## src/rtl/dbgu32_host.sv

```systemverilog
// Host-side initiator for the 32-bit UART debug protocol: serialises one command into
// request bytes, collects the target's reply and returns it as a single response.
module dbgu32_host #(
  parameter int unsigned TIMEOUT_CYCLES = 1200000
) (
  input  logic        clk,
  input  logic        reset,
  input  logic        cmd_valid,
  output logic        cmd_ready,
  input  logic [7:0]  cmd_op,
  input  logic [31:0] cmd_arg,
  output logic        rsp_valid,
  output logic [1:0]  rsp_status,
  output logic [31:0] rsp_data,
  output logic        busy,
  input  logic        cts,
  output logic        utx_write,
  output logic [7:0]  utx_data,
  input  logic        utx_finished,
  input  logic        urx_ready,
  input  logic [7:0]  urx_data
);

  localparam int TW = $clog2(TIMEOUT_CYCLES + 1);
  localparam logic [TW-1:0] TMO_LAST = TW'(TIMEOUT_CYCLES - 1);

  typedef enum logic [2:0] {
    IDLE,
    WAIT_CTS,
    SEND,
    SEND_WAIT,
    RECV
  } state_t;

  state_t        state_q, state_d;
  logic [7:0]    op_q, op_d;
  logic [31:0]   arg_q, arg_d;
  logic [2:0]    tx_cnt_q, tx_cnt_d;
  logic [2:0]    rx_idx_q, rx_idx_d;
  logic [31:0]   rx_buf_q, rx_buf_d;
  logic [TW-1:0] tmo_q, tmo_d;
  logic          rsp_valid_q, rsp_valid_d;
  logic [1:0]    rsp_status_q, rsp_status_d;
  logic [31:0]   rsp_data_q, rsp_data_d;
  logic          utx_write_q, utx_write_d;
  logic [7:0]    utx_data_q, utx_data_d;

  logic [2:0]    req_len;
  logic [2:0]    rx_len;
  logic [1:0]    pay_idx;

  // Request length includes the opcode byte; unknown opcodes send just the opcode.
  always_comb begin
    req_len = 3'd1;
    rx_len  = 3'd1;
    case (op_q)
      8'h01, 8'h04: req_len = 3'd5;
      8'h20, 8'h22: req_len = 3'd2;
      default:      req_len = 3'd1;
    endcase
    case (op_q)
      8'h03, 8'h05: rx_len = 3'd4;
      default:      rx_len = 3'd1;
    endcase
  end

  assign pay_idx = tx_cnt_q[1:0] - 2'd1;

  always_comb begin
    state_d      = state_q;
    op_d         = op_q;
    arg_d        = arg_q;
    tx_cnt_d     = tx_cnt_q;
    rx_idx_d     = rx_idx_q;
    rx_buf_d     = rx_buf_q;
    tmo_d        = tmo_q;
    rsp_valid_d  = 1'b0;
    rsp_status_d = rsp_status_q;
    rsp_data_d   = rsp_data_q;
    utx_write_d  = 1'b0;
    utx_data_d   = utx_data_q;

    case (state_q)
      IDLE: begin
        if (cmd_valid) begin
          op_d     = cmd_op;
          arg_d    = cmd_arg;
          tx_cnt_d = 3'd0;
          rx_idx_d = 3'd0;
          rx_buf_d = 32'h0;
          tmo_d    = '0;
          state_d  = WAIT_CTS;
        end
      end
      WAIT_CTS: begin
        if (!cts) begin
          utx_write_d = 1'b1;
          utx_data_d  = op_q;
          tx_cnt_d    = 3'd1;
          state_d     = SEND;
        end
      end
      SEND: begin
        state_d = SEND_WAIT;
      end
      SEND_WAIT: begin
        if (utx_finished) begin
          if (tx_cnt_q < req_len) begin
            utx_write_d = 1'b1;
            utx_data_d  = arg_q[{pay_idx, 3'b000} +: 8];
            tx_cnt_d    = tx_cnt_q + 3'd1;
            state_d     = SEND;
          end else begin
            tmo_d   = '0;
            state_d = RECV;
          end
        end
      end
      RECV: begin
        // A complete reply is reported one edge after its last byte was stored.
        if (rx_idx_q == rx_len) begin
          rsp_valid_d = 1'b1;
          rsp_data_d  = rx_buf_q;
          if (rx_len == 3'd4)              rsp_status_d = 2'b00;
          else if (rx_buf_q[7:0] == 8'h01) rsp_status_d = 2'b00;
          else if (rx_buf_q[7:0] == 8'h02) rsp_status_d = 2'b01;
          else                             rsp_status_d = 2'b11;
          state_d = IDLE;
        end else if (urx_ready) begin
          rx_buf_d[{rx_idx_q[1:0], 3'b000} +: 8] = urx_data;
          rx_idx_d = rx_idx_q + 3'd1;
          tmo_d    = '0;
        end else if (tmo_q == TMO_LAST) begin
          rsp_valid_d  = 1'b1;
          rsp_status_d = 2'b10;
          rsp_data_d   = rx_buf_q;
          state_d      = IDLE;
        end else begin
          tmo_d = tmo_q + 1'b1;
        end
      end
      default: state_d = IDLE;
    endcase
  end

  always_ff @(posedge clk) begin
    if (reset) begin
      state_q      <= IDLE;
      op_q         <= 8'h0;
      arg_q        <= 32'h0;
      tx_cnt_q     <= 3'd0;
      rx_idx_q     <= 3'd0;
      rx_buf_q     <= 32'h0;
      tmo_q        <= '0;
      rsp_valid_q  <= 1'b0;
      rsp_status_q <= 2'b00;
      rsp_data_q   <= 32'h0;
      utx_write_q  <= 1'b0;
      utx_data_q   <= 8'h0;
    end else begin
      state_q      <= state_d;
      op_q         <= op_d;
      arg_q        <= arg_d;
      tx_cnt_q     <= tx_cnt_d;
      rx_idx_q     <= rx_idx_d;
      rx_buf_q     <= rx_buf_d;
      tmo_q        <= tmo_d;
      rsp_valid_q  <= rsp_valid_d;
      rsp_status_q <= rsp_status_d;
      rsp_data_q   <= rsp_data_d;
      utx_write_q  <= utx_write_d;
      utx_data_q   <= utx_data_d;
    end
  end

  assign cmd_ready  = (state_q == IDLE) && !reset;
  assign busy       = (state_q != IDLE);
  assign rsp_valid  = rsp_valid_q;
  assign rsp_status = rsp_status_q;
  assign rsp_data   = rsp_data_q;
  assign utx_write  = utx_write_q;
  assign utx_data   = utx_data_q;

endmodule

```

## config.mk

```make
export PLATFORM = sky130hd
export DESIGN_NAME = dbgu32_host
export DESIGN_NICKNAME = d
export VERILOG_FILES = /design/src/rtl/dbgu32_host.sv
export SDC_FILE = /design/constraint.sdc
export NUM_CORES = 1
export LEC_CHECK = 0
export CAP_MARGIN = 0
export CORE_MARGIN = 3
export CORE_UTILIZATION = 54
export DETAILED_ROUTE_END_ITERATION = 12
export PLACE_DENSITY = 0.9
export SETUP_SLACK_MARGIN = 0.02
export SLEW_MARGIN = 30
export SYNTH_ARGS = -nofsm -noshare
export SYNTH_HDL_FRONTEND = slang
export SYNTH_SLANG_ARGS = --single-unit
```

## constraint.sdc

```tcl
create_clock -name clk -period 4.27 [get_ports clk]
set_clock_uncertainty 0.2 [all_clocks]
set_input_delay 1.0675 -clock clk [delete_from_list [all_inputs] [get_ports clk]]
set_output_delay 1.0675 -clock clk [all_outputs]
set_load 0.02 [all_outputs]
```

==> metrics <==
Setup crit end kind=flip-flop; die span in x=approximately 120 um; Hold WC Path Type=reg2reg; total power=3.22 mW; fin crit share=84.3%; fin crit period=3.60 ns; Syn Nets=between 800 and 900; Pre-antenna DRT Iters=5; max_cap viols=0; Min Hold Slack=~0.26 ns; core box area=0.0121 mm2; fraction of layout cells with a size suffix above 1=between 8 and 9%; CP startpoint kind=input port; ys async rst share=0%; mux cell area share after synthesis=~6%; vias in the first global route=6,187; total gr overflow=0; Ports=100; Cells after DPL=~1,000; sequential-to-total area share from yosys stat=43.2%; Mapped Cells=811; routed via count=6,634; met3 Use GR=6.01%; measured slew at the worst slew-check pin=around 1.0 ns; Synth top area share=between 40 and 50%; Finished Cell Area=around 0.0084 mm2; area growth from synthesis to layout=24.2%; Post-synth EDFFs=0; RSZ-0062 raised after global routing=no; Detailed Place HPWL=11,700 um; largest family of logic cells by synthesized area=simple AND/OR/NAND/NOR gates; CTS sink cnt=about 150; crit-path cells=clkdlybuf4s50_1 > or4b_2 > nor4_1 > and2_1 > buf_4 > nor3_1 > o221ai_1; Post-DRT Antenna Nets=0; placed instance area=0.00783 mm2; Pwr Density=383 mW/mm2; synthesized area per cell=8.35 um2; Max Slew Vio Count=0; cell taking the most area after synthesis=dfxtp_1; Setup Fix Bufs, Post-CTS=0; Synth Cell Area=between 0.006 and 0.007 mm2; Starting DRT DRC Count=781; filler cell count=approximately 920; setup_tns=0 ns; Required @ worst endpoint=4.41 ns; diode count=0; Max Fclk=278 MHz; Final Hold Fails=0; GP Congestion=0.912; FF/Latch Area=0.00292 mm2; post-CTS sizing=0; Max-Slew Margin vs Limit=32.0%; Worst Path Arrival=3.74 ns; routed vias/inst=6.28; met1 GRT Util=31.0%; CTS tree=done; Num CTS Buffers=17; Clock Path Buffers=2; DRC=0; post-route worst setup slack=0.670 ns; met2 Usage GRT=43.4%; PortBufs=~100; drt total wl=18,200 um; final core occ=69.4%; Multi-input gate area=0.00357 mm2; initial antenna violation count=0; Static Leak=between 2 and 3 nW; crit-path max cell delay=0.63 ns; DIE HEIGHT=118 um; # rows=40; Synth Register Bits=146; final setup vio count=0; GRT Util Overall=25.5%; Crit Path Class=in2reg; Initial Util=55.9%; Max H-tree Level=4; Top FF cell, synth=dfxtp_1; area share of xor/xnor cells in the synthesized design=0.388%; hold buffers post-CTS=0; busiest metal layer after global routing=met2; Clock Pin Slew Worst Setup and Hold Paths=approximately 0.060 ns; routed len/inst=17.3 um; layout net count=around 940; synth top area cells=dfxtp_1 43%, nand2_1 8.4%, a21oi_1 7.5%; DIE AREA=0.0139 mm2; Yosys warnings=0; simple-gate share of the synthesized area=23.2%; Synth Area in Compound Gates=21.4%; first-pass GRT wire length=29,600 um; CP max-delay cell=or4b_2; synth unique cells=60; Root Driver=clkbuf_16; peak supply drop=260 uV; Adder-Cell Fraction of Synth Area=between 1 and 1.5%; Place WS=0.413 ns; Worst Path Max Fanout=11; status=completed; final std cells w/o fill=1,056; Skew-Pair Late Insertion Delay=0.43 ns; largest net degree at the start of global routing=94
==> power breakdown <==
part | total [mW] | internal (mW) | switching [mW] | leakage (nW)
clock network | 1.44 | 0.861 | 0.577 | 0.276
logic | 0.340 | 0.146 | 0.194 | 1.39
registers | 1.44 | 1.40 | 0.0366 | 1.18
==> placed cells by master, fill, tap and decap left out, types with 15 or more instances in the layout <==
| cell type | n |
|---|---|
| buf_4 | 15 |
| nor2_1 | 25 |
| o21ai_0 | 35 |
| o31ai_1 | 21 |
| dfxtp_1 | 146 |
| nand2_1 | 151 |
| clkbuf_16 | 17 |
| o311ai_0 | 19 |
| nor2b_1 | 15 |
| a21oi_1 | 102 |
| nand3_1 | 54 |
| clkdlybuf4s50_1 | 98 |
==> synthesized netlist by cell type, types with 2 or more instances <==
library cell  count
clkbuf_1         54
nand4b_1          4
mux2i_1          11
nor2b_1          15
and2_1            6
a31oi_1           3
o221ai_1          2
a21o_1            2
o221a_2           2
nor3_4            2
or4_1             5
and4b_1           2
buf_4             3
nand3_1          54
ha_1              8
nand2_1         151
buf_1             7
a21oi_1         102
nor4_1            5
or2_2             3
nor3_1           11
and3_1            3
or3_1             9
and4_1            4
nor2_1           25
nand4_1          12
nor3b_1           2
a22o_1            5
or4b_2            2
o311ai_0         19
o21ai_0          35
o31ai_1          21
mux2_2            9
inv_1             6
xnor2_1           2
a2111oi_0         5
o31a_1            2
buf_2             5
nand2b_1          4
dfxtp_1         146
o41ai_1          11
mux4_2            8
o32ai_1           7
==> path summary, 6_finish.rpt <==
check | startpoint | endpoint | slack (ns) | depth (start not counted)
setup / recovery | urx_ready | tmo_q[8] | 0.67 | 7
hold / removal | arg_q[28] | arg_q[28] | 0.26 | 2
setup reg to reg | op_q[7] | tmo_q[18] | 0.84 | 5
hold reg to reg | arg_q[28] | arg_q[28] | 0.26 | 2
==> flip-flops by register name (all words and copies together), names as in the netlist, 8 cells and up <==
signal	cells
arg_q	32
rsp_data	32
rx_buf_q	32
tmo_q	21
op_q	8
utx_data	8
==> worst max-delay path, delay by kind of cell <==
| family | cells | cell delay [ns] |
|---|---|---|
| simple gates | 4 | 1.69 |
| buf+inv | 2 | 0.74 |
| compound gates | 1 | 0.22 |
==> cells by family (layout without fill, tap and decap cells) <==
group                      after synthesis  after routing
adders and majority gates                8              8
DFF                                    146            146
xor gates and xnor gates                 3              3
AOI/OAI and AO/OA                      228            228
buffers and inverters                   75            152
muxes                                   29             29
and+or+nand+nor                        322            322
==> final cells by class <==
cell class / instances / area share [%]
clock buffer: 24 / 5.85
clock inverter: 8 / 0.923
inverter: 6 / 0.268
multi-input combinational: 590 / 42.5
sequential: 146 / 34.8
tap: 168 / 2.50
timing repair buffer: 114 / 13.2
==> per-layer routing <==
metal	share of wire, %	wire, um	up-vias
met3	7.2	1310	62
li1	-	-	3097
met4	3.0	555	0
met1	41	7540	3137
met2	48	8830	338
met5	0	0	-
(Power assumes the default switching activity.)
